## config.mk

```make
export PLATFORM = sky130hd
export DESIGN_NAME = decode_stage
export DESIGN_NICKNAME = d
export VERILOG_FILES = /design/src/rtl/decode_stage.sv
export SDC_FILE = /design/constraint.sdc
export NUM_CORES = 1
export LEC_CHECK = 0
export CORE_UTILIZATION = 40
export DETAILED_ROUTE_END_ITERATION = 10
export HOLD_SLACK_MARGIN = 0.1
export PLACE_DENSITY = 0.7
export SYNTH_ARGS = -nofsm -noshare
export SYNTH_HDL_FRONTEND = slang
export SYNTH_SLANG_ARGS = --single-unit
```

## constraint.sdc

```tcl
create_clock -name clk -period 6.1 [get_ports clk]
set_clock_uncertainty 0.15 [all_clocks]
set_input_delay 1.83 -clock clk [delete_from_list [all_inputs] [get_ports clk]]
set_output_delay 1.83 -clock clk [all_outputs]
set_load 0.02 [all_outputs]
```

## src/rtl/decode_stage.sv

```systemverilog
// decode_stage: D stage of the F D X M W pipeline.
//
// Takes 13-bit instructions from fetch and registers them with a valid/ready
// handshake. It splits each instruction into register indices, an immediate
// and control flags for X. An 8-entry scoreboard of outstanding register
// writes stalls fetch on RAW hazards. HALT stops the stage until reset, and
// flush drops the registered instruction.
//
// Ports
//   clk, reset            rising-edge clock, asynchronous active-low reset
//   in_instr/in_valid     instruction from fetch
//   in_ready              D accepts in_instr this cycle
//   out_valid/out_ready   decoded bundle to X
//   opcode,rd,rs1,rs2,imm registered fields (unused indices read 0)
//   reg_write,mem_read,mem_write,branch,jump  registered controls
//   flush                 drop the registered instruction
//   wb_valid, wb_rd       writeback that retires a scoreboard entry
//   halted                HALT has issued (FSM state)
//   illegal               sticky flag for an accepted illegal opcode
//
// Handshake: a transfer happens on a rising edge where valid && ready are both
// high. A producer holds its payload while valid && !ready. Once valid is
// raised, it stays high until the transfer occurs, except when flush drops
// the registered bundle.

module decode_stage #(
   parameter int IW     = 13,
   parameter int DATA_W = 8
) (
   input  logic              clk,
   input  logic              reset,
   input  logic [IW-1:0]     in_instr,
   input  logic              in_valid,
   output logic              in_ready,
   output logic              out_valid,
   input  logic              out_ready,
   output logic [3:0]        opcode,
   output logic [2:0]        rd,
   output logic [2:0]        rs1,
   output logic [2:0]        rs2,
   output logic [DATA_W-1:0] imm,
   output logic              reg_write,
   output logic              mem_read,
   output logic              mem_write,
   output logic              branch,
   output logic              jump,
   input  logic              flush,
   input  logic              wb_valid,
   input  logic [2:0]        wb_rd,
   output logic              halted,
   output logic              illegal
);

   typedef enum logic {ST_RUN = 1'b0, ST_HALT = 1'b1} state_t;
   localparam logic [3:0] OP_HALT = 4'd15;

   state_t            state;
   logic [7:0]        sb;
   logic [7:0]        sb_next;
   logic [7:0]        wb_clear;
   logic [7:0]        d_busy;
   logic [7:0]        busy;
   logic              hazard;
   logic              fire;
   logic              accept;

   logic [3:0]        op_in;
   logic [2:0]        f_hi;
   logic [2:0]        f_mid;
   logic [2:0]        f_lo;
   logic [3:0]        d_opcode;
   logic [2:0]        d_rd;
   logic [2:0]        d_rs1;
   logic [2:0]        d_rs2;
   logic [DATA_W-1:0] d_imm;
   logic              d_reg_write;
   logic              d_mem_read;
   logic              d_mem_write;
   logic              d_branch;
   logic              d_jump;
   logic              d_illegal;

   assign op_in = in_instr[12:9];
   assign f_hi  = in_instr[8:6];
   assign f_mid = in_instr[5:3];
   assign f_lo  = in_instr[2:0];

   // Field extraction. Illegal opcodes fall through as NOP with opcode 0.
   always_comb begin
      d_opcode    = 4'd0;
      d_rd        = 3'd0;
      d_rs1       = 3'd0;
      d_rs2       = 3'd0;
      d_imm       = '0;
      d_reg_write = 1'b0;
      d_mem_read  = 1'b0;
      d_mem_write = 1'b0;
      d_branch    = 1'b0;
      d_jump      = 1'b0;
      d_illegal   = 1'b0;
      case (op_in)
         4'd1, 4'd2, 4'd3, 4'd4: begin
            d_opcode    = op_in;
            d_rd        = f_hi;
            d_rs1       = f_mid;
            d_rs2       = f_lo;
            d_reg_write = (f_hi != 3'd0);
         end
         4'd5, 4'd6: begin
            d_opcode    = op_in;
            d_rd        = f_hi;
            d_rs1       = f_mid;
            d_imm       = DATA_W'($signed(f_lo));
            d_reg_write = (f_hi != 3'd0);
            d_mem_read  = (op_in == 4'd6);
         end
         4'd7: begin
            d_opcode    = op_in;
            d_rs2       = f_hi;
            d_rs1       = f_mid;
            d_imm       = DATA_W'($signed(f_lo));
            d_mem_write = 1'b1;
         end
         4'd8: begin
            d_opcode = op_in;
            d_rs1    = f_hi;
            d_rs2    = f_mid;
            d_imm    = DATA_W'($signed(f_lo));
            d_branch = 1'b1;
         end
         4'd9: begin
            d_opcode = op_in;
            d_imm    = DATA_W'(in_instr[4:0]);
            d_jump   = 1'b1;
         end
         OP_HALT: d_opcode = OP_HALT;
         4'd10, 4'd11, 4'd12, 4'd13, 4'd14: d_illegal = 1'b1;
         default: ;
      endcase
   end

   // Registers a source may not read this cycle. A pending scoreboard entry
   // is bypassed by a same-cycle writeback. The producer still sitting in
   // the D register always blocks.
   assign wb_clear = wb_valid ? (8'd1 << wb_rd) : 8'd0;
   assign d_busy   = (out_valid && reg_write) ? (8'd1 << rd) : 8'd0;
   assign busy     = (sb & ~wb_clear) | d_busy;
   assign hazard   = ((d_rs1 != 3'd0) && busy[d_rs1]) ||
                     ((d_rs2 != 3'd0) && busy[d_rs2]);

   // reset gates in_ready so every output reads 0 while reset is held.
   assign in_ready = reset && (state == ST_RUN) && !flush && !hazard &&
                     (!out_valid || out_ready);
   assign accept   = in_valid && in_ready;
   assign fire     = out_valid && out_ready && !flush;
   assign halted   = (state == ST_HALT);

   // The set is applied after the clear, so a same-index set wins.
   // r0 is never tracked.
   assign sb_next = ((sb & ~wb_clear) |
                     ((fire && reg_write) ? (8'd1 << rd) : 8'd0)) & 8'hFE;

   always_ff @(posedge clk or negedge reset) begin
      if (!reset) begin
         state     <= ST_RUN;
         sb        <= 8'd0;
         out_valid <= 1'b0;
         opcode    <= 4'd0;
         rd        <= 3'd0;
         rs1       <= 3'd0;
         rs2       <= 3'd0;
         imm       <= '0;
         reg_write <= 1'b0;
         mem_read  <= 1'b0;
         mem_write <= 1'b0;
         branch    <= 1'b0;
         jump      <= 1'b0;
         illegal   <= 1'b0;
      end else begin
         sb <= sb_next;
         if (flush) begin
            out_valid <= 1'b0;
         end else if (fire && opcode == OP_HALT) begin
            // Anything fetch handed over in the HALT issue cycle is discarded.
            out_valid <= 1'b0;
            state     <= ST_HALT;
         end else if (accept) begin
            out_valid <= 1'b1;
            opcode    <= d_opcode;
            rd        <= d_rd;
            rs1       <= d_rs1;
            rs2       <= d_rs2;
            imm       <= d_imm;
            reg_write <= d_reg_write;
            mem_read  <= d_mem_read;
            mem_write <= d_mem_write;
            branch    <= d_branch;
            jump      <= d_jump;
            illegal   <= illegal | d_illegal;
         end else if (fire) begin
            out_valid <= 1'b0;
         end
      end
   end

endmodule
```

==> impl_metrics.tcl <==
set metrics [dict create \
    outcome "completed" \
    numCtsBuffers 5 \
    dieArea_um2 5320 \
    grt_max_degree 35 \
    hp-start "illegal$_DFFE_PN0P_" \
    syn_avg_cell_area_um2 10.3 \
    hold_viol_final 0 \
    ys_types 43 \
    regToRegSetupSlack_ns 3.16 \
    worstPathArrival_ns 4.01 \
    tns_ns 0 \
    synth.most_common_cell "dfrtp_1" \
    rsz0062_at_grt "no" \
    max-vdd-ir-drop_mv 0.181 \
    postCtsHoldBufs 0 \
    synthArstFlopShare_pct 100 \
    p_leak_uw 0.00143 \
    cts_tree "yes" \
    fmax_mhz 167 \
    grt_pass1_vias 1747 \
    fin_crit_sh_pct 98.3 \
    port-buffer-count 51 \
    htree_levels 2 \
    drv_cap 0 \
    cts-root-buf "clkbuf_8" \
    drtAntennaViolNets 0 \
    fin_nets 309 \
    antenna_cells 0 \
    post-place-ws_ns -0.478 \
    ys_ff_latch 34 \
    fin_ws_ns 0.106 \
    max_slew.worst_pin.slew_ns 0.608 \
    hpwl_um 3860 \
    first_pass_iters 4 \
    worst_r2r_path_depth 8 \
    fin_hold_ws_ns 0.328 \
    fin_crit_ns 5.99 \
    dp_cells 345 \
    synth_largest_area_cell "dfrtp_1" \
    syn_nets 218 \
    regToRegStartpoint "rd[0]$_DFFE_PN0P_" \
    gp_congestion 0.866 \
    antenna_found_initial 0 \
    syn_inst 196 \
    yosysTopAreaCellShare_pct 42.2 \
    rows 25 \
    pin_count 52 \
    synth_edf_count 0 \
    ys_warn_count 0 \
    grt_pass1_wl_um 8430 \
    grt_use_total_pct 21.3 \
    clockBufferDepth 2 \
    final_area_um2 3020 \
    crit_path_start_kind "input port" \
    coreArea_um2 4790 \
    routed_wl_um 5230 \
    clk_latency_ns 0.28 \
    vias_per_cell 5.07 \
    holdPathEnd "illegal$_DFFE_PN0P_" \
    via_count 1791 \
    overflow 0 \
    min_path_type "reg2reg" \
    drtIter0Drc 81 \
    rr_endpoint "imm[3]$_DFFE_PN0P_" \
    ys.flop_type "dfrtp_1" \
    p_per_area_nw_per_um2 236 \
    drive_above_1_share_pct 28.7 \
    required_ns 4.12 \
    place_area_um2 2830 \
    slew_headroom_pct 59.4 \
    drc 0 \
    final_max_slew_viol_count 0 \
    critical_path_class "in2out" \
    crit_fanout 10 \
    clock-sinks 34 \
    endpoint_kind "output pin" \
    synth_commonest_cells "34 x dfrtp_1, 27 x nand2_1, 18 x o21ai_0" \
    netlist_area_um2 2010 \
    setup_violations 0 \
    die_x_um 73.0 \
    yosysSeqAreaShare_pct 42.2 \
    clk_pin_slew_worst_paths_ns 0.06 \
    fp.dieH_um 73.0 \
    synthTopCellsByArea "dfrtp_1 42%, mux2_4 7.5%, mux2i_1 6.0%" \
    area_delta_synth_final_pct 49.9 \
    wl_per_cell_um 14.8 \
    layout.cells.non_filler 353 \
    start_util_pct 42.1 \
    holdPathStages 2 \
]
## final cells by class
type                       instances  area [um2]
timing repair buffer              93         832
inverter                          11        41.3
multi-input combinational        142        1130
sequential                        34         851
fill                             399        1770
clock buffer                       6        82.6
tap                               67        83.8
## how the worst max path moves through the flow
stage                       from       end  slack, ns  depth (start not counted)
floorplan            in_instr[9]  in_ready       0.49                          9
global placement    in_instr[11]  in_ready      -0.40                          8
detailed placement  in_instr[11]  in_ready      -0.48                          9
CTS                 in_instr[10]  in_ready       0.02                         11
global route        in_instr[10]  in_ready       0.02                         11
finish              in_instr[10]  in_ready       0.11                         11
## per-layer routing
metal  wire length [um]  vias to the layer above  track usage, %
li1                   -                      885               -
met1               2360                      844            27.8
met2               2530                       53            34.9
met3                267                        9            4.56
met4                 76                        0            7.63
met5                  0                        -               0
## state kept, by name, indices dropped and copies added (netlist names)
| signal | cells |
|---|---|
| opcode | 4 |
| sb | 7 |
| rd | 3 |
| halted | 1 |
| rs2 | 3 |
| mem_write | 1 |
| illegal | 1 |
| mem_read | 1 |
| jump | 1 |
| out_valid | 1 |
| imm | 6 |
| reg_write | 1 |
| branch | 1 |
| rs1 | 3 |
## critical path, cell delays in order
cell and delay [ns]:
clkdlybuf4s50_1 0.41, buf_6 0.15, nor3_4 0.21, nand3_2 0.13, o21ai_4 0.09, buf_6 0.17
mux2i_4 0.25, a311oi_2 0.06, or3_1 0.39, and3_1 0.16, buf_2 0.15
## layout by cell type, fill, tap and decap left out, types with 7 or more instances in the layout
master and instances:
nand2_1 27, inv_1 11, buf_4 39, clkdlybuf4s50_1 47, o21ai_0 15, dfrtp_1 34
nor2_1 7, mux2_4 10, mux2i_1 11
## what timing repair did
item | 4_1_cts | 5_1_grt
resized for setup | 11 | 15
buffers inserted | 0 | 2
setup endpoints to repair | 1 | 1
endpoints found under the hold margin | 0 | 0
pin swaps | 0 | 3
## through the flow
step | utilization, % | total power (uW)
floorplan | - | 412
global placement | 59.1 | 534
detailed placement | 59.1 | 538
CTS | 61.5 | 706
global route | 63.1 | 747
finish | 63.1 | 712
## where the power goes
group | internal [uW] | switching (uW) | leakage, uW | total [uW]
Sequential | 259 | 31.2 | 0.000447 | 290
Combinational | 135 | 123 | 0.000938 | 259
Clock | 86.9 | 76.0 | 0.0000431 | 163
Total | 481 | 231 | 0.00143 | 712
## logic make-up (layout without fill, tap and decap cells)
logic type / Yosys count / in the layout / synth area share, %
and+or+nand+nor: 65 / 65 / 18.0
AOI/OAI and AO/OA: 45 / 45 / 15.1
buffers and inverters: 20 / 110 / 6.02
DFF: 34 / 34 / 42.2
muxes: 29 / 29 / 17.3
xor gates and xnor gates: 3 / 3 / 1.30
No activity file was read; power rests on OpenSTA's default activity.
==> RTL change (same settings) <==
The parameter `DATA_W` goes from 8 to 12.
--- a/src/rtl/decode_stage.sv
+++ b/src/rtl/decode_stage.sv
@@ -25,7 +25,7 @@
 
 module decode_stage #(
    parameter int IW     = 13,
-   parameter int DATA_W = 8
+   parameter int DATA_W = 12
 ) (
    input  logic              clk,
    input  logic              reset,
Interface: changed (resized imm); port bits go from 52 to 56. The function was not compared with the original's and may differ.
==> RTL change against the original RTL <==
  * Power rose by 7.8%
  * Design area rose by 0.25%
  * Synthesized area rose by 3.1%
  * Global-route usage barely moved
  * Critical endpoint unchanged
  * Via count rose by 7.8%
  * Sequential cell count did not move
  * Register-to-register slack improved by 0.10 ns
  * Highest routed layer unchanged
  * Setup slack improved by 0.031 ns
  * Routed wire length rose by 3.1%
==> RTL change: results (changes against the original RTL) <==
YOSYS
--------------------------------------------------------------------------------
Post-Syn Nets                                                                235   +7.8%
Complex-gate fraction of the synthesized area                              14.7%   -0.39 points
Mux contribution to synthesized area                                       16.0%   -1.4 points
Avg Cell Area, Syn                                                      9.75 µm²   -5.1%
Share of the synthesized netlist area taken by xor and xnor gates         0.843%   -0.46 points

CRITICAL PATH
--------------------------------------------------------------------------------
Highest fanout seen on the critical path                                       4   -6
Reg2Reg Setup Slack                                                      3.26 ns   +0.10 ns
Data arrival time of the critical path                                   3.98 ns   -0.03 ns
Crit path largest cell delay                                             0.52 ns   +0.11 ns
Top delay family on crit path                                       buffers and inverters

DETAILED ROUTING
--------------------------------------------------------------------------------
Routed length on met1                                                    2720 µm   +15%
Total routed wirelength                                                  5400 µm   +3.1%
Average wire length per cell after detail routing                        14.7 µm   -1.1%
Initial DRC Count                                                             92   +14%
Met3 wire length                                                          210 µm   -21%
WL met2                                                                  2390 µm   -5.3%
Routed via count                                                            1931   +7.8%

LAYOUT
--------------------------------------------------------------------------------
Fraction of layout cells with a size suffix above 1                        21.3%   -7.4 points
Area of the multi-input gates                                           1110 µm²   -1.9%
Final layout net count                                                       323   +4.5%
Fill cell total of the finished layout                                       430   +7.8%

GLOBAL ROUTING
--------------------------------------------------------------------------------
GR met1 Demand/Resource                                                    31.8%   +3.9 points
Number of global-route vias before repair                                   1806   +3.4%
Met3 demand-to-capacity share in global routing                            3.93%   -0.63 points
GR Util met2                                                               30.4%   -4.5 points
Total track usage                                                          21.3%   about the same

PLACED DESIGN
--------------------------------------------------------------------------------
Setup Slack @ Placement                                                -0.367 ns   +0.111 ns
Port buffer count                                                             55   +7.8%
Post-placement cell count                                                    361   +4.6%
Standard cell area after detailed placement                             2920 µm²   +3.2%

OUTCOME
--------------------------------------------------------------------------------
Result of the run                                                   finished clean

POWER
--------------------------------------------------------------------------------
Cell-internal power                                                   0.000502 W   +4.4%
Leakage power                                                            1.32 nW   -7.3%

STA
--------------------------------------------------------------------------------
Worst-case setup margin in the final layout                             0.136 ns   +0.0305 ns
Normalized max-slew margin                                                 63.3%   +3.9 points

RTL change: layout make-up:
type / instances / area share, %
Timing Repair Buffer: 94 / 28.0
Tap cell: 67 / 2.77
Clock buffer: 7 / 2.52
Inverter: 16 / 1.98
Multi-Input combinational cell: 150 / 36.6
Sequential cell: 34 / 28.1
RTL change: repair_timing:
action                     CTS  global route
setup endpoints to repair    1             1
gates resized for setup      7             4
pin swaps                    1             1
gates cloned                 0             0
RTL change: path summary, 6_finish.rpt:
kind,start,to,cells past startpoint
hold reg to reg,illegal$_DFFE_PN0P_,illegal$_DFFE_PN0P_,1
hold / removal,illegal$_DFFE_PN0P_,illegal$_DFFE_PN0P_,1
setup / recovery,in_instr[12],in_ready,8
min in group asynchronous,reset,sb[4]$_DFF_PN0_,2
setup reg to reg,out_valid$_DFFE_PN0P_,mem_read$_DFFE_PN0P_,9
max in group asynchronous,reset,imm[4]$_DFFE_PN0P_,2
